--- config.mk ---
export PLATFORM = sky130hd
export DESIGN_NAME = mem_req_initiator
export DESIGN_NICKNAME = d
export VERILOG_FILES = /design/src/rtl/mem_pkg.sv /design/src/rtl/mem_resp_fifo.sv /design/src/rtl/mem_req_initiator.sv
export SDC_FILE = /design/constraint.sdc
export NUM_CORES = 1
export LEC_CHECK = 0
export ABC_AREA = 1
export BUFFER_PORTS_ARGS = -buffer_cell sky130_fd_sc_hd__buf_2
export CAP_MARGIN = 20
export CORE_MARGIN = 5
export CORE_UTILIZATION = 47
export CTS_BUF_LIST = sky130_fd_sc_hd__clkbuf_4
export DETAILED_ROUTE_END_ITERATION = 12
export PLACE_DENSITY = 0.78
export SLEW_MARGIN = 20
export SYNTH_ARGS = -nofsm -noshare
export SYNTH_HDL_FRONTEND = slang
export SYNTH_HIERARCHICAL = 1
export SYNTH_SLANG_ARGS = --single-unit
--- constraint.sdc ---
create_clock -name clock -period 2.7 [get_ports clock]
set_input_delay 0.54 -clock clock [delete_from_list [all_inputs] [get_ports clock]]
set_output_delay 0.54 -clock clock [all_outputs]
set_load 0.03 [all_outputs]
--- src/rtl/mem_pkg.sv ---
// Shared types, defaults and pointer helper for the block-memory request initiator.
package mem_pkg;

  localparam int READ_LATENCY_DEF = 2;
  localparam int ADDR_W_DEF       = 32;
  localparam int DATA_W_DEF       = 32;

  typedef struct packed {
    logic                  we;
    logic [ADDR_W_DEF-1:0] addr;
    logic [DATA_W_DEF-1:0] wdata;
  } mem_req_t;

  typedef struct packed {
    logic [DATA_W_DEF-1:0] rdata;
    logic                  is_write;
  } resp_t;

  // Pointer increment that wraps at an arbitrary (not only power-of-two) depth.
  function automatic int unsigned wrap_inc(input int unsigned ptr, input int unsigned depth);
    return (ptr == depth - 32'd1) ? 32'd0 : ptr + 32'd1;
  endfunction

endpackage

--- src/rtl/mem_resp_fifo.sv ---
// First-word-fall-through response FIFO; pointers wrap modulo DEPTH so any depth works.
module mem_resp_fifo
  import mem_pkg::*;
#(
  parameter  int DEPTH = 4,
  parameter  int W     = 32,
  localparam int CNT_W = $clog2(DEPTH + 1),
  localparam int PTR_W = (DEPTH > 1) ? $clog2(DEPTH) : 1
) (
  input  logic             clk_i,
  input  logic             rst_i,
  input  logic             push_i,
  input  logic [W-1:0]     wdata_i,
  input  logic             pop_i,
  output logic [W-1:0]     rdata_o,
  output logic             full_o,
  output logic             empty_o,
  output logic [CNT_W-1:0] count_o
);

  logic [W-1:0]     mem_q [DEPTH];
  logic [PTR_W-1:0] wr_ptr_q, wr_ptr_d;
  logic [PTR_W-1:0] rd_ptr_q, rd_ptr_d;
  logic [CNT_W-1:0] count_q, count_d;
  logic             do_push_s, do_pop_s;

  assign empty_o   = (count_q == '0);
  assign full_o    = (count_q == CNT_W'(DEPTH));
  assign count_o   = count_q;
  assign rdata_o   = mem_q[rd_ptr_q];
  assign do_pop_s  = pop_i && !empty_o;
  // A push into a full FIFO is accepted only when the same cycle frees a slot.
  assign do_push_s = push_i && (!full_o || do_pop_s);

  always_comb begin
    wr_ptr_d = do_push_s ? PTR_W'(wrap_inc(32'(wr_ptr_q), 32'(DEPTH))) : wr_ptr_q;
    rd_ptr_d = do_pop_s  ? PTR_W'(wrap_inc(32'(rd_ptr_q), 32'(DEPTH))) : rd_ptr_q;
    case ({do_push_s, do_pop_s})
      2'b10:   count_d = count_q + CNT_W'(1);
      2'b01:   count_d = count_q - CNT_W'(1);
      default: count_d = count_q;
    endcase
  end

  always_ff @(posedge clk_i) begin
    if (rst_i) begin
      wr_ptr_q <= '0;
      rd_ptr_q <= '0;
      count_q  <= '0;
    end else begin
      wr_ptr_q <= wr_ptr_d;
      rd_ptr_q <= rd_ptr_d;
      count_q  <= count_d;
    end
  end

  always_ff @(posedge clk_i) begin
    if (do_push_s) begin
      mem_q[wr_ptr_q] <= wdata_i;
    end
  end

endmodule

--- src/rtl/mem_req_initiator.sv ---
// Valid/ready to block-memory port initiator with latency tracking and credit-protected response FIFO.
// Optional MEM_INIT_WRITE_ACK_EN: stores also return an ordered ack (rdata '0, resp_is_write=1).
module mem_req_initiator
  import mem_pkg::*;
#(
  parameter int ADDR_W       = 32,
  parameter int DATA_W       = 32,
  parameter int READ_LATENCY = READ_LATENCY_DEF,
  parameter int RESP_DEPTH   = 4
) (
  input  logic              clock,
  input  logic              rst,
  input  logic              req_valid,
  output logic              req_ready,
  input  logic              req_we,
  input  logic [ADDR_W-1:0] req_addr,
  input  logic [DATA_W-1:0] req_wdata,
  output logic              resp_valid,
  input  logic              resp_ready,
  output logic [DATA_W-1:0] resp_rdata,
  output logic [ADDR_W-1:0] mem_addr,
  output logic [DATA_W-1:0] mem_din,
  output logic              mem_en,
  output logic              mem_we,
  input  logic [DATA_W-1:0] mem_dout,
  output logic              idle
`ifdef MEM_INIT_WRITE_ACK_EN
  ,
  output logic              resp_is_write
`endif
);

  localparam int CNT_W = $clog2(RESP_DEPTH + 1);
  // The issue cycle is the first latency stage, so only READ_LATENCY-1 stages are registered.
  localparam int SR_W  = (READ_LATENCY > 1) ? READ_LATENCY - 1 : 1;
`ifdef MEM_INIT_WRITE_ACK_EN
  localparam int FIFO_W = DATA_W + 1;
`else
  localparam int FIFO_W = DATA_W;
`endif

  logic              issue_s, resp_issue_s, exit_s;
  logic [SR_W-1:0]   lat_sr_q, lat_sr_d;
  logic [CNT_W-1:0]  inflight_q, inflight_d;
  logic [CNT_W-1:0]  fifo_count_s;
  logic [CNT_W:0]    used_s;
  logic              fifo_full_s, fifo_empty_s, fifo_pop_s;
  logic [FIFO_W-1:0] fifo_wdata_s, fifo_rdata_s;

  // Credits depend only on counters, never on the request itself.
  assign used_s    = {1'b0, inflight_q} + {1'b0, fifo_count_s};
  assign req_ready = !rst && !fifo_full_s && (used_s < (CNT_W + 1)'(RESP_DEPTH));

  assign issue_s  = req_valid && req_ready;
  assign mem_en   = issue_s;
  assign mem_we   = issue_s && req_we;
  assign mem_addr = req_addr;
  assign mem_din  = req_wdata;

`ifdef MEM_INIT_WRITE_ACK_EN
  logic [SR_W-1:0] wr_sr_q, wr_sr_d;
  logic            exit_wr_s;

  assign resp_issue_s = issue_s;
  assign exit_wr_s    = (READ_LATENCY == 1) ? req_we : wr_sr_q[SR_W-1];
  assign wr_sr_d      = (wr_sr_q << 1) | SR_W'(issue_s && req_we);
  assign fifo_wdata_s = {exit_wr_s, (exit_wr_s ? DATA_W'(0) : mem_dout)};
  assign resp_is_write = fifo_rdata_s[DATA_W];

  always_ff @(posedge clock) begin
    if (rst) begin
      wr_sr_q <= '0;
    end else begin
      wr_sr_q <= wr_sr_d;
    end
  end
`else
  assign resp_issue_s = issue_s && !req_we;
  assign fifo_wdata_s = mem_dout;
`endif

  assign exit_s     = (READ_LATENCY == 1) ? resp_issue_s : lat_sr_q[SR_W-1];
  assign lat_sr_d   = (lat_sr_q << 1) | SR_W'(resp_issue_s);
  assign inflight_d = inflight_q + CNT_W'(resp_issue_s) - CNT_W'(exit_s);

  always_ff @(posedge clock) begin
    if (rst) begin
      lat_sr_q   <= '0;
      inflight_q <= '0;
    end else begin
      lat_sr_q   <= lat_sr_d;
      inflight_q <= inflight_d;
    end
  end

  assign fifo_pop_s = resp_valid && resp_ready;

  mem_resp_fifo #(
    .DEPTH (RESP_DEPTH),
    .W     (FIFO_W)
  ) u_fifo (
    .clk_i   (clock),
    .rst_i   (rst),
    .push_i  (exit_s),
    .wdata_i (fifo_wdata_s),
    .pop_i   (fifo_pop_s),
    .rdata_o (fifo_rdata_s),
    .full_o  (fifo_full_s),
    .empty_o (fifo_empty_s),
    .count_o (fifo_count_s)
  );

  assign resp_valid = !fifo_empty_s;
  assign resp_rdata = fifo_rdata_s[DATA_W-1:0];
  assign idle       = (inflight_q == '0) && fifo_empty_s;

endmodule

Word level (Yosys, flattened, before mapping)
Memory sizes are Yosys's and may differ from the RTL's. A register that Yosys moved wholly into a read port is not among the register bits.
Index checks and enable logic that the tools add are counted.
{ "op_classes": {"n_reduce_logical": 17, "order_cmp": 1, "n_addsub": 7, "n_eq_ne": 5, "muxes": 7} }
{ "ops": {"columns": ["operator", "n"], "rows": [
  ["logical AND 1 bit", 9],
  ["2-to-1 mux 2 bit", 4],
  ["== test 2 bit (second input constant)", 3],
  ["logical NOT 3 bit", 2],
  ["case mux 3 bit (2 select lines)", 1],
  ["adder 2 x 1 -> 2 bit (second input constant)", 2],
  ["adder 3 x 3 -> 4 bit", 1],
  ["logical NOT 1 bit", 4],
  ["< comparator 4 x 3 -> 1 bit (second input constant)", 1],
  ["adder 3 x 1 -> 3 bit", 1],
  ["adder 3 x 1 -> 3 bit (second input constant)", 1],
  ["== test 3 bit (second input constant)", 1],
  ["subtractor 3 x 1 -> 3 bit", 1],
  ["subtractor 3 x 1 -> 3 bit (second input constant)", 1],
  ["== test 2 x 1 -> 1 bit (second input constant)", 1],
  ["2-to-1 mux 1 bit", 2],
  ["nonzero test 2 bit", 1],
  ["logical OR 1 bit", 1]
]} }
{ "word_totals": {"ramBits": 128, "output_inout_bits": 101, "regBits": 11, "input_bits": 101, "word_cells": 43, "memories": 1} }
{ "mem_list": {"columns": ["name", "depth", "word_bits", "read_ports", "rd_ports_with_merged_regs", "write_ports", "line", "text"], "rows": [
  ["u_fifo.mem_q", 4, 32, 1, 1, 1, "mem_resp_fifo.sv:21", "logic [W-1:0] mem_q [DEPTH];"]
]} }

Depth between registers and ports, before layout
Gate-level depths: netlist of run 1.
{ "depth": {"word_depth": 8, "depth_mapped": 14, "ltp_nobuf": 14} }

Cells and area by module
Netlist of run 1, hierarchy kept.
{ "modules_own_cells": {"columns": ["mod", "cells_each", "n_inst", "seq_area_each_um2", "area_per_inst_um2"], "rows": [
  ["mem_resp_fifo", 376, 1, 4023.9, 5252.5],
  ["mem_req_initiator", 103, 1, 80.1, 758.2]
]} }

Worst setup path after synthesis of run 1
OpenSTA, ideal clock, no wires.
{ "synth_timing": {"path_kind": "register to register", "start": "register u_fifo.count_q[1], in the netlist u_fifo/count_o[1]", "end": "memory u_fifo.mem_q[3][0], enable pin", "slack_ns": -0.221, "synth_period_minus_slack_ns": 2.921, "path_stages_with_launch": 9, "t_required_ns": 2.279, "arrival_ns": 2.500, "setup_ns": 0.421, "n_path_buf": 0, "cell_sequence": "dfxtp_1 > nor2_4 > nand2_4 > inv_1 > nor2_1 > inv_1 > nand2_2 > nand2_4 > nor2_1"} }
{ "synth_via": {"elab_chain_len": 8, "elab_cells_between_ends": 10, "classes_between": "eq/ne (1); mux (2); reduce/logical (7)"} }
{ "synth_lines": {"columns": ["item", "line", "text"], "rows": [
  ["start, declared", "mem_resp_fifo.sv:24", "logic [CNT_W-1:0] count_q, count_d;"],
  ["start signal, assigned", "mem_resp_fifo.sv:53", "count_q <= count_d;"],
  ["logical NOT 3 bit", "mem_resp_fifo.sv:27", "assign empty_o = (count_q == '0);"],
  ["net fifo_empty_s", "mem_req_initiator.sv:47", "logic fifo_full_s, fifo_empty_s, fifo_pop_s;"],
  ["logical NOT 1 bit", "mem_req_initiator.sv:113", "assign resp_valid = !fifo_empty_s;"],
  ["logical AND 1 bit", "mem_req_initiator.sv:96", "assign fifo_pop_s = resp_valid && resp_ready;"],
  ["net fifo_pop_s", "mem_req_initiator.sv:47", null],
  ["logical AND 1 bit", "mem_resp_fifo.sv:31", "assign do_pop_s = pop_i && !empty_o;"],
  ["logical OR 1 bit", "mem_resp_fifo.sv:33", "assign do_push_s = push_i && (!full_o || do_pop_s);"],
  ["logical AND 1 bit", "mem_resp_fifo.sv:33", null],
  ["2-to-1 mux 1 bit", "mem_resp_fifo.sv:58", "if (do_push_s) begin"],
  ["2-to-1 mux 1 bit (implied by the code)", "mem_resp_fifo.sv:59", "mem_q[wr_ptr_q] <= wdata_i;"],
  ["end, declared", "mem_resp_fifo.sv:21", null]
]} }
The timed path passes the listed nets, and every way through them passes these cells.

==> results of run 1 <==
-- metrics by stage --
| stage | power [W] | util | setup TNS [ps] | area, µm² |
|---|---|---|---|---|
| 6_report | 0.00448 | 0.516 | 0 | 6480 |
| 5_1_grt | 0.00468 | 0.516 | 0 | 6480 |
| 4_1_cts | 0.00452 | 0.515 | 0 | 6480 |
| 3_5_place_dp | 0.00303 | 0.489 | 0 | 6150 |
| 3_3_place_gp | 0.00301 | 0.489 | 0 | 6150 |
| 2_1_floorplan | 0.00302 | - | -28270 | 6010 |
-- cells by family after synthesis --
| kind of cell | after synthesis | synth area share |
|---|---|---|
| DFF | 141 | 0.683 |
| buffers and inverters | 112 | 0.113 |
| AOI/OAI and AO/OA | 108 | 0.100 |
| and+or+nand+nor | 107 | 0.0783 |
| adders and majority gates | 11 | 0.0254 |
-- how the worst max path moves through the flow --
| stage | start | slack [ps] | cells past startpoint | end |
|---|---|---|---|---|
| 6_report | flip-flop | 190 | 5 | resp_rdata[14] |
| 5_1_grt | flip-flop | 10 | 5 | resp_rdata[14] |
| 4_1_cts | flip-flop | 50 | 4 | resp_rdata[7] |
| 3_5_place_dp | u_fifo/count_o[1]$_SDFFE_PP0P_ | 500 | 9 | u_fifo/mem_q[0][1]$_DFFE_PP_ |
| 3_3_place_gp | resp_ready | 560 | 8 | u_fifo/mem_q[2][6]$_DFFE_PP_ |
| 2_1_floorplan | u_fifo/count_o[1]$_SDFFE_PP0P_ | -220 | 8 | u_fifo/mem_q[3][0]$_DFFE_PP_ |
-- sequential cells by signal, indices dropped and copies added, names as in the netlist, named ones only --
signal	cells
exit_s	1
inflight_q	3
u_fifo/count_o	3
u_fifo/mem_q	128
u_fifo/rd_ptr_q	2
u_fifo/wr_ptr_q	2
-- layout make-up --
class | instances | area (µm²) | area share
Sequential cell | 141 | 4110 | 0.634
Clock inverter | 14 | 200 | 0.0309
Clock buffer | 17 | 128 | 0.0197
Inverter | 29 | 116 | 0.0180
Multi-Input combinational cell | 226 | 1260 | 0.194
Timing Repair Buffer | 82 | 458 | 0.0707
Tap cell | 172 | 215 | 0.0332
-- per-layer routing --
metal / share of wire / up-vias
li1: - / 1671
met1: 0.34 / 1729
met2: 0.54 / 136
met3: 0.082 / 43
met4: 0.031 / 2
met5: 0.0013 / -
-- critical path, stage by stage (launching register included) --
cell and delay [ps]:
dfxtp_1 330, inv_1 320, buf_12 220, o21ai_0 100, o22ai_1 220, buf_2 250
-- cells in the final DEF (no fill, tap or decap), drive strengths merged, types with 2 or more instances in the layout --
cell      Yosys  final
o21ai        69     69
o22ai        32     32
ha            9      9
clkinvlp      0      2
a21oi         5      5
buf          75     82
fa            2      2
dfxtp        13     13
inv          29     29
nand2        13     13
clkinv        0      7
nand3         6      6
clkbuf        8     17
bufinv        0      5
edfxtp      128    128
nor2         84     84
nand4         2      2
-- power breakdown --
group / internal (W) / total [W] / leakage [nW] / switching [W]
clock: 0.000809 / 0.00151 / 0.170 / 0.000696
combinational: 0.000151 / 0.000510 / 0.959 / 0.000359
sequential: 0.00243 / 0.00246 / 1.26 / 0.0000309
-- repair_timing --
action,CTS,global route
hold buffers,0,0
endpoints found under the setup margin,7,30
resized for setup,1,2
==> flow_metrics.py, run 1 <==
metrics = {
    "placement": {
        "hpwl_um": 9400,
        "dp_cells": 650,
        "port_buffers": 73,
        "dp_slack_ps": 500,
        "gp_congestion": 0.752,
    },
    "route": {
        "firstDrtPassIters": 4,
        "drc": 0,
        "drtAntennaViolNets": 0,
        "vias": 3581,
        "drt_wl_total_um": 13400,
        "drt-initial-drc-count": 207,
        "vias_per_cell": 5.26,
        "wl_per_cell_um": 19.7,
    },
    "grt": {
        "grt.busiest_layer": "met2",
        "overflow": 0,
        "grt_pass1_wl_um": 20100,
        "antenna_found_initial": 1,
        "globalRouteMet1Util": 0.201,
        "first_global_vias": 3574,
        "globalRouteMet2Util": 0.313,
        "grt_max_degree": 65,
        "grt_usage": 0.181,
        "use_met3": 0.0650,
    },
    "synth": {
        "synthArstFlopShare": 0,
        "synth.most_common_cell": "edfxtp_1",
        "ys_ff_latch": 141,
        "yosysSeqAreaShare": 0.683,
        "postSynthNetCount": 591,
        "yosys-top-cells-count": "128 x edfxtp_1, 81 x nor2_1, 65 x buf_4, 59 x o21ai_0, 32 x o22ai_1",
        "synth_area_leaders": "edfxtp_1 64%, buf_4 8.1%, nor2_1 5.1%",
        "synth_edf_count": 128,
        "ys.flop_type": "edfxtp_1",
        "ys_warn_count": 6,
        "synth.top_cell.area_share": 0.639,
        "yosys.area.top_type": "edfxtp_1",
        "ys_types": 30,
        "synth_cells": 479,
        "postSynthAreaPerCell_um2": 12.5,
        "syn_area_um2": 6010,
    },
    "sta": {
        "hold_ws_ps": 182,
        "rsz0062_at_grt": "no",
        "finalCritPeriodShare": 0.928,
        "fin_skew_ps": 13.7,
        "setup_violations": 0,
        "hold_violations": 0,
        "drv_slew": 0,
        "max_slew_margin": 0.691,
        "fin_ws_ps": 193,
        "period_minus_slack_ps": 2510,
        "max_freq_ghz": 0.399,
        "tightest_slew_ps": 464,
    },
    "power": {
        "power_density_nw_per_um2": 691,
        "max-vdd-ir-drop_v": 0.000343,
        "leakagePower_nw": 2.39,
    },
    "die": {
        "die-area_um2": 15100,
        "fp-row-count": 41,
        "core_um2": 12600,
        "die_h_um": 123,
        "start_util": 0.478,
        "fp.dieW_um": 123,
        "pin_count": 202,
    },
    "final_layout": {
        "drive_above_1_share": 0.261,
        "diodes": 0,
        "area_growth_pct": 7.83,
        "nets": 609,
        "stdcell_count": 681,
        "fillers": 1072,
    },
    "min_path": {
        "hold_path.class": "in2reg",
        "hold_end": "exit_s$_SDFF_PP0_",
        "hold_path_depth": 2,
        "min_from": "req_we",
    },
    "clock_network": {
        "cts_setup_buffers": 0,
        "cts_tree": "done",
        "clk_latency_ps": 530,
        "cts-root-buf": "clkbuf_4",
        "cts.htree.levels": 4,
        "clk_pin_slew_ps": 110,
        "cts_max_path_buffers": 2,
        "cts_buffers": 17,
        "clock_sinks": 141,
    },
    "setup_path": {
        "worstReg2RegStart": "u_fifo/count_o[2]$_SDFFE_PP0P_",
        "worstRegToRegCells": 9,
        "r2r_slack_ps": 490,
        "endpoint_kind": "primary output",
        "path_class": "reg2out",
        "cp.arrival_ps": 1970,
        "critPathRequiredTime_ps": 2160,
        "crit_path_max_fanout": 23,
        "r2r_end": "u_fifo/mem_q[0][0]$_DFFE_PP_",
        "start_kind": "flip-flop",
    },
    "status": {
        "status": "complete, no violations",
    },
    "run": {
        "maxCapViolations": 0,
    },
}
Power figures use the tool's default switching activity.
==> run 2: changes to the inputs <==
- ABC_AREA: 1 -> not set
- PLACE_DENSITY: 0.78 -> 0.79
==> flow_metrics.py, run 2 <==
metrics = {
    "die": {
        "fp-row-count": 40,
        "die-area_um2": 14900,
        "core_um2": 12200,
        "start_util": 0.484,
        "fp.dieW_um": 122,
        "die_h_um": 122,
        "pin_count": 202,
    },
    "setup_path": {
        "worstRegToRegCells": 9,
        "path_class": "reg2out",
        "critPathRequiredTime_ps": 2160,
        "crit_path_max_fanout": 6,
        "worstReg2RegStart": "u_fifo/count_o[1]$_SDFFE_PP0P_",
        "cp.arrival_ps": 1930,
        "start_kind": "flip-flop",
        "worstSetupStartpoint": "u_fifo/count_o[1]$_SDFFE_PP0P_",
        "endpoint_kind": "primary output",
    },
    "final_layout": {
        "drive_above_1_share": 0.441,
        "top_register": "u_fifo/mem_q",
        "largest_register_ffs": 128,
        "area_growth_pct": 6.86,
        "layout_commonest_cell": "edfxtp_1",
        "layout_common_cells": "128 x edfxtp_1, 73 x buf_2, 32 x mux4_2",
        "nets": 459,
        "diodes": 0,
        "stdcell_count": 526,
    },
    "route": {
        "wl_per_cell_um": 19.2,
        "drc": 0,
        "firstDrtPassIters": 4,
        "drt_wl_total_um": 10100,
        "drt-initial-drc-count": 160,
        "vias_per_cell": 5.11,
        "vias": 2689,
        "drtAntennaViolNets": 0,
    },
    "grt": {
        "antenna_found_initial": 1,
        "grt_max_degree": 26,
        "grt_usage": 0.147,
        "overflow": 0,
        "grt_pass1_wl_um": 15900,
        "first_global_vias": 2917,
    },
    "clock_network": {
        "postCtsHoldBufs": 0,
        "cts_max_path_buffers": 2,
        "cts_tree": "done",
        "clk_pin_slew_ps": 100,
        "cts.htree.levels": 4,
        "clk_latency_ps": 520,
        "cts_buffers": 17,
        "cts-root-buf": "clkbuf_4",
        "clock_sinks": 141,
    },
    "sta": {
        "max_slew_margin": 0.708,
        "hold_violations": 0,
        "finalCritPeriodShare": 0.914,
        "setup_violations": 0,
        "fin_ws_ps": 231,
        "period_minus_slack_ps": 2470,
        "rsz0062_at_grt": "no",
        "max_freq_ghz": 0.405,
        "drv_slew": 0,
        "hold_ws_ps": 229,
        "fin_setup_tns_ps": 0,
        "fin_skew_ps": 10.5,
        "tightest_slew_ps": 438,
    },
    "synth": {
        "ys_ff_latch": 141,
        "yosys.area.top_type": "edfxtp_1",
        "yosysSeqAreaShare": 0.697,
        "synthArstFlopShare": 0,
        "ys_warn_count": 6,
        "postSynthAreaPerCell_um2": 18.5,
        "postSynthNetCount": 430,
        "syn_area_um2": 5890,
        "yosys-top-cells-count": "128 x edfxtp_1, 64 x buf_4, 32 x mux4_2, 13 x dfxtp_1, 11 x inv_1",
        "ys_types": 35,
        "synth_cells": 318,
        "synth_area_leaders": "edfxtp_1 65%, mux4_2 12%, buf_4 8.2%",
        "synth.most_common_cell": "edfxtp_1",
        "synth.top_cell.area_share": 0.653,
        "synth_edf_count": 128,
        "ys.flop_type": "edfxtp_1",
    },
    "power": {
        "power_density_nw_per_um2": 604,
        "leakagePower_nw": 2.19,
        "p_switching_w": 0.000886,
        "swShare": 0.233,
        "power.internal_w": 0.00291,
        "combPwrFrac": 0.082,
        "p_clk_frac": 0.272,
        "power.share.sequential": 0.646,
        "max-vdd-ir-drop_v": 0.000289,
    },
    "min_path": {
        "hold_path.class": "in2reg",
        "hold_path_depth": 1,
        "min_from": "mem_dout[24]",
    },
    "placement": {
        "gp_congestion": 0.838,
        "hpwl_um": 6840,
        "port_buffers": 73,
        "dp_cells": 496,
        "dp_slack_ps": 412,
    },
    "run": {
        "maxCapViolations": 0,
    },
    "status": {
        "status": "complete, no violations",
    },
}
run 2: worst paths after layout:
kind                                                  endpoint  slack [ps]
worst min register to register                       flip-flop         540
worst min-delay path             u_fifo/mem_q[3][24]$_DFFE_PP_         230
worst max register to register  u_fifo/count_o[2]$_SDFFE_PP0P_         460
worst max-delay path                                    mem_we         230
run 2: per-layer routing:
layer,up-vias,share of wire,global-route usage
met4,2,0.041,0.0861
met2,97,0.52,0.249
met5,-,0.00069,0
li1,1216,-,-
met1,1325,0.37,0.154
met3,49,0.072,0.0604
run 2: critical path, cell delays in order (launching register included):
cell and delay, ps:
dfxtp_1 480, ha_1 280, nand3_1 110, and4_4 240, and2_1 120, buf_2 190
run 2: final cells by class:
cell class | instances | area [µm²]
repair buffers | 84 | 514
inverters | 11 | 41.3
flip-flops and latches | 141 | 4110
fillers | 989 | 5870
well taps | 168 | 210
clock inverters | 10 | 52.6
multi-input cells | 92 | 1220
clock buffers | 20 | 150
run 2: repair_timing:
item	4_1_cts	5_1_grt
buffers inserted	0	0
gates resized for setup	0	2
endpoints found under the setup margin	0	22
run 2: power groups by stage:
stage               logic, W  registers, W  clock network, W
floorplan           0.000376       0.00250                 0
global placement    0.000304       0.00250                 0
detailed placement  0.000316       0.00250                 0
CTS                 0.000317       0.00245           0.00110
global route        0.000340       0.00246           0.00119
finish              0.000310       0.00245           0.00104
run 2: cells by family after synthesis:
| family | count (synthesis) | synth area share |
|---|---|---|
| XOR/XNOR | 4 | 0.00595 |
| flip-flops | 141 | 0.697 |
| multiplexers | 36 | 0.129 |
| AND/OR/NAND/NOR | 33 | 0.0331 |
| adder cells (fa/ha/maj) | 11 | 0.0259 |
| buffers and inverters | 85 | 0.0973 |
| AO/OA/AOI/OAI | 8 | 0.0113 |
run 2: through the flow:
| step | power (W) | util | instance area, µm² |
|---|---|---|---|
| final | 0.00380 | 0.517 | 6290 |
| after global routing | 0.00398 | 0.517 | 6290 |
| after CTS | 0.00387 | 0.517 | 6290 |
| after detailed placement | 0.00282 | 0.500 | 6080 |
| after global placement | 0.00281 | 0.500 | 6080 |
| after floorplan | 0.00287 | - | 5890 |
==> run 3: changes to the inputs <==
- CORE_UTILIZATION: 47 -> 46
- PLACE_DENSITY: 0.79 -> 0.77
==> flow_metrics.py, run 3 (synthesis gave the netlist of run 2 again) <==
metrics = {
    "final_layout": {
        "final_cell_area_um2": 6440,
        "fillers": 1000,
        "drive_above_1_share": 0.449,
        "area_growth_pct": 9.41,
        "top_register": "u_fifo/mem_q",
        "nets": 460,
        "layout_commonest_cell": "edfxtp_1",
        "final_util": 0.513,
        "largest_register_ffs": 128,
        "layout_common_cells": "128 x edfxtp_1, 73 x buf_2, 32 x mux4_2",
    },
    "status": {
        "status": "complete, no violations",
    },
    "die": {
        "die-area_um2": 15200,
        "fp-row-count": 41,
        "pin_count": 202,
        "fp.dieW_um": 123,
        "core_um2": 12600,
        "die_h_um": 123,
        "start_util": 0.468,
    },
    "run": {
        "maxCapViolations": 0,
    },
    "placement": {
        "hpwl_um": 6690,
        "port_buffers": 73,
        "dp_slack_ps": 372,
        "gp_congestion": 0.747,
        "placed_area_um2": 6080,
    },
    "sta": {
        "fin_setup_tns_ps": 0,
        "max_freq_ghz": 0.400,
        "period_minus_slack_ps": 2500,
        "finalCritPeriodShare": 0.927,
        "hold_violations": 0,
        "tightest_slew_ps": 401,
        "rsz0062_at_grt": "no",
        "fin_ws_ps": 198,
        "fin_skew_ps": 19.2,
        "setup_violations": 0,
        "max_slew_margin": 0.733,
        "drv_slew": 0,
    },
    "setup_path": {
        "path_class": "reg2out",
        "crit_path_max_fanout": 20,
        "critPathBufInv": 2,
        "start_kind": "flip-flop",
        "max_stage_delay_ps": 580,
        "cp.arrival_ps": 1960,
        "critPathRequiredTime_ps": 2160,
        "endpoint_kind": "primary output",
        "cpMaxStageDelayCell": "mux4_2",
        "worstPathCellList": "buf_4 -> mux4_2 -> buf_2",
        "cp_top_family": "multiplexers",
    },
    "min_path": {
        "hold_path.class": "in2reg",
    },
    "route": {
        "drt_wl_total_um": 10000,
        "drc": 0,
        "firstDrtPassIters": 4,
        "wl_per_cell_um": 18.8,
        "vias_per_cell": 5.05,
        "drtAntennaViolNets": 0,
        "vias": 2697,
        "drt-initial-drc-count": 194,
    },
    "clock_network": {
        "clk_pin_slew_ps": 120,
        "cts_setup_buffers": 0,
        "cts.htree.levels": 4,
        "clk_latency_ps": 490,
        "cts-root-buf": "clkbuf_4",
        "ctsResizeCount": 0,
        "cts_buffers": 17,
        "clock_sinks": 141,
        "cts_max_path_buffers": 2,
        "postCtsHoldBufs": 0,
        "cts_tree": "done",
    },
    "grt": {
        "first_global_vias": 2814,
        "overflow": 0,
        "grt_usage": 0.136,
        "grt_max_degree": 33,
        "grt_pass1_wl_um": 15200,
        "antenna_found_initial": 2,
    },
    "power": {
        "max-vdd-ir-drop_v": 0.000312,
        "leakagePower_nw": 2.25,
        "power_density_nw_per_um2": 674,
    },
}
run 3: changes by cell type in the layout (fill, tap and decap cells not counted), moves of 2 or more:
cell / previous run / this run
buf_4: 5 / 8
bufinv_16: 0 / 5
clkinv_1: 2 / 0
clkinv_2: 6 / 1
clkinv_4: 0 / 2
inv_6: 0 / 2
run 3: final timing paths:
path                                                 startpoint                        endpoint  slack, ps  depth (start not counted)
worst max register to register   u_fifo/count_o[2]$_SDFFE_PP0P_  u_fifo/count_o[2]$_SDFFE_PP0P_        420                          9
worst min register to register  u_fifo/rd_ptr_q[0]$_SDFFE_PP0N_                       flip-flop        550                          2
worst min-delay path                               mem_dout[28]   u_fifo/mem_q[0][28]$_DFFE_PP_        260                          1
worst max-delay path                                  flip-flop                  resp_rdata[30]        200                          3
run 3: power by group:
| group | total (W) | leakage, nW | internal (W) | switching (W) |
|---|---|---|---|---|
| logic | 0.000309 | 0.809 | 0.000117 | 0.000192 |
| clock network | 0.00158 | 0.180 | 0.000857 | 0.000725 |
| registers | 0.00245 | 1.26 | 0.00243 | 0.0000242 |
run 3: worst reg2reg max path, stage by stage, from the launching register on:
cell	delay, ps
dfxtp_1	480
nor3_1	120
nor2b_1	210
o31ai_2	100
or2_2	290
fa_1	350
inv_1	70
nor3_1	50
a31oi_1	180
mux2_1	330
run 3: layer usage:
layer	vias up	track usage	wire (µm)
li1	1219	-	-
met1	1353	0.158	3830
met2	93	0.226	5320
met3	30	0.0430	673
met4	2	0.0720	206
met5	-	0	7
run 3: area by class of cell:
cell class | count | area (µm²) | share of cell area
Timing Repair Buffer | 85 | 505 | 0.0785
Clock buffer | 19 | 143 | 0.0221
Tap cell | 172 | 215 | 0.0334
Inverter | 11 | 41.3 | 0.00641
Clock inverter | 13 | 213 | 0.0330
Sequential cell | 141 | 4110 | 0.637
Antenna cell | 1 | 2.50 | 0.000388
Multi-Input combinational cell | 92 | 1220 | 0.189
run 3: per-stage QoR:
step | total power [W] | instances | hold slack [ps]
after floorplan | 0.00287 | 318 | 495
after global placement | 0.00280 | 501 | 523
after detailed placement | 0.00282 | 501 | 535
after CTS | 0.00440 | 533 | 187
after global routing | 0.00452 | 534 | 190
final | 0.00434 | 534 | 258
